[config.mk]
export PLATFORM = sky130hd
export DESIGN_NAME = sdes_ctrl
export DESIGN_NICKNAME = d
export VERILOG_FILES = /design/src/rtl/sdes_pkg.sv /design/src/rtl/sdes_key_sched.sv /design/src/rtl/sdes_ctrl.sv
export SDC_FILE = /design/constraint.sdc
export NUM_CORES = 1
export LEC_CHECK = 0
export CAP_MARGIN = 20
export CORE_UTILIZATION = 47
export DETAILED_ROUTE_END_ITERATION = 16
export DONT_BUFFER_PORTS = 1
export PLACE_DENSITY = 0.64
export SETUP_SLACK_MARGIN = 0.3
export SYNTH_ARGS = -nofsm -noshare
export SYNTH_HDL_FRONTEND = slang
export SYNTH_SLANG_ARGS = --single-unit
[constraint.sdc]
create_clock -name clk -period 2.35 [get_ports clk]
set_clock_uncertainty 0.15 [all_clocks]
set_input_delay 0.235 -clock clk [delete_from_list [all_inputs] [get_ports clk]]
set_output_delay 0.235 -clock clk [all_outputs]
set_load 0.01 [all_outputs]
[src/rtl/sdes_pkg.sv]
`default_nettype none
// ============================================================================
//  Module      : sdes_pkg
//  Description : Shared types and constants for the S-DES controller:
//                FSM state enumeration, key-schedule permutation tables,
//                mode encodings and key/block widths.
//  Revision    : 1.0 - initial release
// ============================================================================
package sdes_pkg;

    localparam int c_KEY_W    = 10;
    localparam int c_BLK_W    = 8;
    localparam int c_SUBKEY_W = 8;

    localparam logic MODE_ENC = 1'b0;
    localparam logic MODE_DEC = 1'b1;

    // Permutation tables use 1-based source positions, position 1 = MSB.
    localparam int c_P10 [c_KEY_W]    = '{3, 5, 2, 7, 4, 10, 1, 9, 8, 6};
    localparam int c_P8  [c_SUBKEY_W] = '{6, 3, 7, 4, 8, 5, 10, 9};

    typedef enum logic [1:0] {
        ST_IDLE   = 2'd0,
        ST_KEYGEN = 2'd1,
        ST_RUN    = 2'd2,
        ST_DONE   = 2'd3
    } sdes_state_t;

endpackage
`default_nettype wire

[src/rtl/sdes_key_sched.sv]
`default_nettype none
// ============================================================================
//  Module      : sdes_key_sched
//  Description : Combinational S-DES key schedule.
//                K1 = P8(LS-1(P10(key))), K2 = P8(LS-2(LS-1(P10(key)))).
//  Revision    : 1.0 - initial release
// ============================================================================
module sdes_key_sched
    import sdes_pkg::*;
(
    input  logic [c_KEY_W-1:0]    i_key,
    output logic [c_SUBKEY_W-1:0] o_k1,
    output logic [c_SUBKEY_W-1:0] o_k2
);

    logic [c_KEY_W-1:0] w_p10;
    logic [c_KEY_W-1:0] w_ls1;
    logic [c_KEY_W-1:0] w_ls2;

    // Table position p (1 = MSB) lives at bit index WIDTH-p.
    for (genvar gi = 0; gi < c_KEY_W; gi++) begin : g_p10
        assign w_p10[c_KEY_W-1-gi] = i_key[c_KEY_W - c_P10[gi]];
    end

    // Each 5-bit half rotates independently.
    assign w_ls1 = {w_p10[8:5], w_p10[9], w_p10[3:0], w_p10[4]};
    assign w_ls2 = {w_ls1[7:5], w_ls1[9:8], w_ls1[2:0], w_ls1[4:3]};

    for (genvar gi = 0; gi < c_SUBKEY_W; gi++) begin : g_p8
        assign o_k1[c_SUBKEY_W-1-gi] = w_ls1[c_KEY_W - c_P8[gi]];
        assign o_k2[c_SUBKEY_W-1-gi] = w_ls2[c_KEY_W - c_P8[gi]];
    end

endmodule
`default_nettype wire

[src/rtl/sdes_ctrl.sv]
`default_nettype none
// ============================================================================
//  Module      : sdes_ctrl
//  Description : Request/response controller around an external S-DES crypt
//                core. Captures a request, expands the key, holds the crypt
//                operands for SETTLE_CYCLES cycles, then presents the result
//                until the consumer accepts it.
//                Optional feature macro: SDES_KEY_CACHE_EN (reuse the subkeys
//                of the last expanded key and skip the key schedule cycle).
//  Revision    : 1.0 - initial release
// ============================================================================
module sdes_ctrl
    import sdes_pkg::*;
#(
    parameter int SETTLE_CYCLES = 1
)(
    input  logic                  clk,
    input  logic                  reset,
    input  logic                  in_valid,
    output logic                  in_ready,
    input  logic                  in_mode,
    input  logic [c_KEY_W-1:0]    in_key,
    input  logic [c_BLK_W-1:0]    in_data,
    output logic                  out_valid,
    input  logic                  out_ready,
    output logic [c_BLK_W-1:0]    out_data,
    output logic                  crypt_enable,
    output logic [c_BLK_W-1:0]    crypt_q_in,
    output logic [c_SUBKEY_W-1:0] crypt_key_1,
    output logic [c_SUBKEY_W-1:0] crypt_key_2,
    input  logic [c_BLK_W-1:0]    crypt_cipher,
    output logic                  busy
);

    localparam logic [3:0] c_SETTLE_LOAD = 4'(SETTLE_CYCLES - 1);

    sdes_state_t             r_state;
    sdes_state_t             w_state_nxt;
    logic [c_KEY_W-1:0]      r_key;
    logic [c_BLK_W-1:0]      r_data;
    logic                    r_mode;
    logic [c_SUBKEY_W-1:0]   r_k1;
    logic [c_SUBKEY_W-1:0]   r_k2;
    logic [3:0]              r_settle_cnt;
    logic [c_BLK_W-1:0]      r_out_data;
    logic [c_SUBKEY_W-1:0]   w_k1;
    logic [c_SUBKEY_W-1:0]   w_k2;
    logic                    w_accept;
    logic                    w_cache_hit;
    logic                    w_enter_run;
    logic                    w_run_last;

    assign w_accept    = in_valid && in_ready;
    assign w_enter_run = (w_accept && w_cache_hit) || (r_state == ST_KEYGEN);
    assign w_run_last  = (r_state == ST_RUN) && (r_settle_cnt == 4'd0);
    assign out_data    = r_out_data;

    sdes_key_sched u_key_sched (
        .i_key (r_key),
        .o_k1  (w_k1),
        .o_k2  (w_k2)
    );

`ifdef SDES_KEY_CACHE_EN
    logic [c_KEY_W-1:0] r_cache_key;
    logic               r_cache_valid;

    // Remember the last expanded key; its subkeys stay in r_k1/r_k2.
    always_ff @(posedge clk) begin
        if (reset) begin
            r_cache_valid <= 1'b0;
            r_cache_key   <= '0;
        end else if (r_state == ST_KEYGEN) begin
            r_cache_valid <= 1'b1;
            r_cache_key   <= r_key;
        end
    end

    assign w_cache_hit = r_cache_valid && (in_key == r_cache_key);
`else
    assign w_cache_hit = 1'b0;
`endif

    // State register.
    always_ff @(posedge clk) begin
        if (reset) begin
            r_state <= ST_IDLE;
        end else begin
            r_state <= w_state_nxt;
        end
    end

    // Next-state decode and per-state outputs; crypt operands are only live in RUN.
    always_comb begin
        w_state_nxt  = r_state;
        in_ready     = 1'b0;
        out_valid    = 1'b0;
        busy         = 1'b1;
        crypt_enable = 1'b1;
        crypt_q_in   = '0;
        crypt_key_1  = '0;
        crypt_key_2  = '0;
        case (r_state)
            ST_IDLE: begin
                busy     = 1'b0;
                in_ready = !reset;
                if (w_accept) begin
                    w_state_nxt = w_cache_hit ? ST_RUN : ST_KEYGEN;
                end
            end
            ST_KEYGEN: begin
                w_state_nxt = ST_RUN;
            end
            ST_RUN: begin
                crypt_enable = 1'b0;
                crypt_q_in   = r_data;
                crypt_key_1  = (r_mode == MODE_DEC) ? r_k2 : r_k1;
                crypt_key_2  = (r_mode == MODE_DEC) ? r_k1 : r_k2;
                if (r_settle_cnt == 4'd0) begin
                    w_state_nxt = ST_DONE;
                end
            end
            ST_DONE: begin
                out_valid = 1'b1;
                if (out_ready) begin
                    w_state_nxt = ST_IDLE;
                end
            end
            default: begin
                w_state_nxt = ST_IDLE;
            end
        endcase
    end

    // Capture the request so later input changes cannot disturb it.
    always_ff @(posedge clk) begin
        if (reset) begin
            r_key  <= '0;
            r_data <= '0;
            r_mode <= MODE_ENC;
        end else if (w_accept) begin
            r_key  <= in_key;
            r_data <= in_data;
            r_mode <= in_mode;
        end
    end

    // Subkeys are registered during the single key schedule cycle.
    always_ff @(posedge clk) begin
        if (reset) begin
            r_k1 <= '0;
            r_k2 <= '0;
        end else if (r_state == ST_KEYGEN) begin
            r_k1 <= w_k1;
            r_k2 <= w_k2;
        end
    end

    // Settle counter: loaded on RUN entry, counts down to the sampling cycle.
    always_ff @(posedge clk) begin
        if (reset) begin
            r_settle_cnt <= 4'd0;
        end else if (w_enter_run) begin
            r_settle_cnt <= c_SETTLE_LOAD;
        end else if ((r_state == ST_RUN) && (r_settle_cnt != 4'd0)) begin
            r_settle_cnt <= r_settle_cnt - 4'd1;
        end
    end

    // Sample the core result on the last RUN edge; held through DONE.
    always_ff @(posedge clk) begin
        if (reset) begin
            r_out_data <= '0;
        end else if (w_run_last) begin
            r_out_data <= crypt_cipher;
        end
    end

endmodule
`default_nettype wire

**Yosys cells after proc, flatten, opt, wreduce, memory -nomap -nowiden**

Cells that the tools add are included.

- Add/subtract/negate cells: 1
- Eq/ne operators: 6
- Multiplexer cells: 13
- Reductions and logical operators: 9

Operator list:

| operator | count |
|---|---|
| $mux 8 | 5 |
| $pmux 2 s4 | 1 |
| $mux 2 | 3 |
| $ne 2x2->1 const B | 3 |
| $eq 2x2->1 const B | 2 |
| $logic_not 4->1 | 1 |
| $mux 1 | 4 |
| $reduce_bool 4->1 | 1 |
| $sub 4x1->4 const B | 1 |
| $logic_and 1x1->1 | 3 |
| $reduce_and 3->1 | 1 |
| $eq 2x1->1 const B | 1 |
| $logic_not 2->1 | 1 |
| $reduce_or 2->1 | 1 |
| $logic_not 1->1 | 1 |

- Flip-flop bits (word level): 49
- Bits of input ports: 31
- Output and inout bits: 36
- Logic and storage cells: 37

**Logic depth before layout (Yosys ltp)**

- Word-level depth: 5
- Gate-level depth with buffers: 7
- Mapped depth without buffers: 5

**By module**

Synthesis repeated with hierarchy kept, for this count alone.

- Cell total of the unflattened synthesis: 265
- Area total of the unflattened synthesis: 2,337.2 µm²

Modules (own cells, without submodules):

| module | times used | cells an instance | area each (µm²) | seq. area each (µm²) |
|---|---|---|---|---|
| sdes_ctrl | 1 | 249 | 2,217.1 | 980.9 |
| sdes_key_sched | 1 | 16 | 120.1 | 0.0 |

**Worst setup path after synthesis**

Ideal clock, no wire load.

- Path kind: register to register
- Start: register r_settle_cnt[0]
- End: register r_state[0]
- Setup time: 0.072 ns
- Data arrival time: 1.581 ns
- Slack: 0.547 ns
- Cell stages (with the launch flop): 6
- Cells stage by stage: dfxtp_1 > inv_1 > ha_1 > or3b_4 > a222oi_1 > mux2i_1

- Cells in the longest elaborated chain, start to end: 3

Ends and longest elaborated chain:

| item | line | RTL |
|---|---|---|
| start: declaration | sdes_ctrl.sv:44 | `logic [3:0] r_settle_cnt;` |
| start signal: assignment | sdes_ctrl.sv:164 | `r_settle_cnt <= c_SETTLE_LOAD;` |
| start signal: assignment | sdes_ctrl.sv:166 | `r_settle_cnt <= r_settle_cnt - 4'd1;` |
| $logic_not 4->1 | sdes_ctrl.sv:119 | `if (r_settle_cnt == 4'd0) begin` |
| $ne 2x2->1 (no line) | -- |  |
| $reduce_and 3->1 (no line) | -- |  |
| end signal: assignment | sdes_ctrl.sv:89 | `r_state <= w_state_nxt;` |
| end: declaration | sdes_ctrl.sv:37 | `sdes_state_t r_state;` |

Every way passes these cells.
A chain may end at the register's enable or synchronous reset.

**Final worst setup path**

- Start: register r_settle_cnt[0]
- End: register r_state[1]

Same word-level chain as after synthesis.

==> summary.md <==
| Metric | Value |
|---|---|
| Status | `completed` |
| GRT Overall Usage | `0.1938` |
| Unrepaired setup endpoints after global routing | `false` |
| Vias in the first global route | `1419` |
| Max transition margin | `0.6532` |
| Worst-case reg-to-reg path depth | `6` |
| Cell family with most CP delay | `simple AND/OR/NAND/NOR gates` |
| Critical path buffers and inverters | `2` |
| Layout fillers | `360` |
| DR vias | `about 1600` |
| Placed cell area | `2012 um2` |
| Register area share after synthesis | `0.4377` |
| Critical path capture point type | `flop` |
| Cells after Synth | `232` |
| Initial drt markers | `51` |
| Largest net degree at the start of global routing | `41` |
| Clock sinks | `43` |
| Antenna Nets Post-Route | `0` |
| RR Endpoint | `r_state[1]$_SDFFE_PP0P_` |
| Syn avg cell area | `8.478 um2` |
| Multi-input logic area | `1026 um2` |
| Setup TNS | `0 ns` |
| Hold Path Sink | `r_state[1]$_SDFFE_PP0P_` |
| Syn_nets | `269` |
| Post-synth top area cell | `dfxtp_1` |
| Final hold violations | `0` |
| Ys async rst share | `0` |
| Post-synth EDFFs | `0` |
| Die area | `about 4400 um2` |
| Netlist Area Pre-Place | `1967 um2` |
| Layout cells sized above 1 | `0.07364` |
| Final Setup Violations | `0` |
| CP max FO | `5` |
| Total power | `2096 uW` |
| CTS tree | `yes` |
| CP max stage cell | `or3b_4` |
| Num CTS Buffers | `5` |
| Worst hold start | `reset` |
| H-tree levels | `2` |
| Startpoint types | `flop` |
| First-pass GRT wire length | `6306 um` |
| Max stage delay on crit path | `0.42 ns` |
| Data required, critical path | `2.42 ns` |
| Most frequent cells in the layout | `dfxtp_1, nand2b_1, nand2_1` |
| Post-layout net count | `294` |
| Routability cong. | `0.7479` |
| Global route overflow | `0` |
| Clock buffer depth | `2` |
| Clk pin slew, worst setup/hold paths | `0.08 ns` |
| Crit path cell chain | `inv_1 > ha_1 > or3b_4 > a222oi_1 > buf_4 > mux2i_1` |
| Max_cap viols | `0` |
| Area grow syn2layout | `22.84%` |
| Final WL | `approximately 4100 um` |
| Area of the core | `4000 um2` |
| Antenna fix cells | `0` |
| Register bit count reported by yosys | `43` |
| Synth Flop Type | `dfxtp_1` |
| Worst r2r src | `r_settle_cnt[0]$_SDFFE_PP0P_` |
| # port buffers | `0` |
| Commonest non-fill, non-tap cell in the layout | `dfxtp_1` |
| Antenna violations before repair | `0` |
| Core Rows | `23` |
| Worst-Skew Late Latency | `between 0.2 and 0.3 ns` |
| Initial Util | `0.4917` |
| Die Y | `66.69 um` |
| P per Cell Area | `a little under 900 nW/um2` |
| Overall die width | `66.69 um` |
| Ys Warns | `0` |
| Vias per cell | `5.058` |
| Slew Limit Fails | `0` |
| Io pins | `67` |
| Max Clk Rate | `510.8 MHz` |
| Initial DRT Pass Iterations | `4` |
| Max VDD drop | `582.9 uV` |
| Largest cells by area after synthesis | `dfxtp_1, mux2i_1, nand2b_1` |
| Final worst path period share | `0.8331` |
| CTS root buffer | `clkbuf_8` |
| Leakage | `0.0008639 uW` |
| Design Area, Final | `2416 um2` |
| Reg area | `860.8 um2` |
| Hold crit path type | `input pin to flop` |
| Yosys top cell area share | `0.4377` |
| Hpwl dp | `2573 um` |
| Drt drc | `0` |
| DR WL/cell | `13.29 um` |
| Min cycle time layout | `1.958 ns` |
| Hold depth | `2` |
| CP Class | `flop to flop` |
| Flop-to-flop setup slack | `between 0.3 and 0.4 ns` |
| Cell variety after synth | `27` |
| Worst Tran Pin Value | `0.5196 ns` |
| CP arrival | `2.03 ns` |
logic make-up after synthesis:
logic type | count (synthesis) | synth area share
AND/OR/NAND/NOR | 97 | 0.2519
buffers and inverters | 23 | 0.04707
flip-flops | 43 | 0.4377
XOR/XNOR | 1 | 0.004454
multiplexers | 22 | 0.1120
adder cells (fa/ha/maj) | 6 | 0.03817
AO/OA/AOI/OAI | 40 | 0.1088
sequential cells by signal (all words and copies together), names as in the netlist:
register and flops:
out_data 8, r_data 8, r_k1 7, r_k2 3
r_key 10, r_mode 1, r_settle_cnt 4, r_state 2
synth_stat cells (5+ instances only):
library cell and number:
clkbuf_1 10, nand2b_1 31, buf_2 5, dfxtp_1 43
nand2_1 29, o21ai_0 19, mux2i_1 22, nor2_1 21
inv_1 6, and2_1 8, ha_1 6, a21oi_1 17
through the flow:
| stage | instances | hold WS [ns] | worst slack, ns | util |
|---|---|---|---|---|
| final | 308 | 0.005984 | 0.3923 | 0.6040 |
| after global routing | 308 | 0.004384 | 0.3014 | 0.6040 |
| after CTS | 307 | 0.008725 | 0.3073 | 0.6012 |
| after detailed placement | 270 | 0.1626 | 0.2284 | 0.5030 |
| after global placement | 270 | 0.1604 | 0.3085 | 0.5030 |
| after floorplan | 232 | 0.1936 | 0.5473 | - |
power breakdown:
group | switching, uW | internal [uW] | leakage (uW)
Clock | 250 | 208 | 0.0000412
Sequential | 111 | 863 | 0.000351
Combinational | 354 | 310 | 0.000472
worst max-delay path by stage:
stage	slack, ns	from	endpoint	cells past startpoint
global placement	0.31	r_state[0]$_SDFFE_PP0P_	crypt_key_2[0]	4
floorplan	0.55	r_settle_cnt[0]$_SDFFE_PP0P_	r_state[0]$_SDFFE_PP0P_	5
global route	0.30	r_state[0]$_SDFFE_PP0P_	crypt_key_2[0]	4
finish	0.39	r_settle_cnt[0]$_SDFFE_PP0P_	r_state[1]$_SDFFE_PP0P_	6
CTS	0.31	r_settle_cnt[0]$_SDFFE_PP0P_	r_state[1]$_SDFFE_PP0P_	5
detailed placement	0.23	r_state[0]$_SDFFE_PP0P_	crypt_key_2[0]	4
final cells by class:
cell class	count	share of cell area
multi-input cells	166	0.4246
repair buffers	34	0.1450
flip-flops and latches	43	0.3563
clock buffers	6	0.03004
clock inverters	2	0.005179
inverters	7	0.01295
well taps	50	0.02589
layer usage:
| metal | wire (um) | global-route usage | vias to the layer above |
|---|---|---|---|
| li1 | - | - | 806 |
| met1 | 1883 | 0.2288 | 703 |
| met2 | 1949 | 0.3333 | 47 |
| met3 | 230 | 0.04795 | 2 |
| met4 | 27 | 0.07447 | 0 |
| met5 | 0 | 0 | - |
repair_timing:
action / CTS / global route
pin swaps: 0 / 1
endpoints found under the setup margin: 16 / 3
resized for setup: 3 / 1
buffers inserted: 0 / 1
hold buffers: 29 / 0
endpoints found under the hold margin: 39 / 0
(Power assumes the default switching activity.)
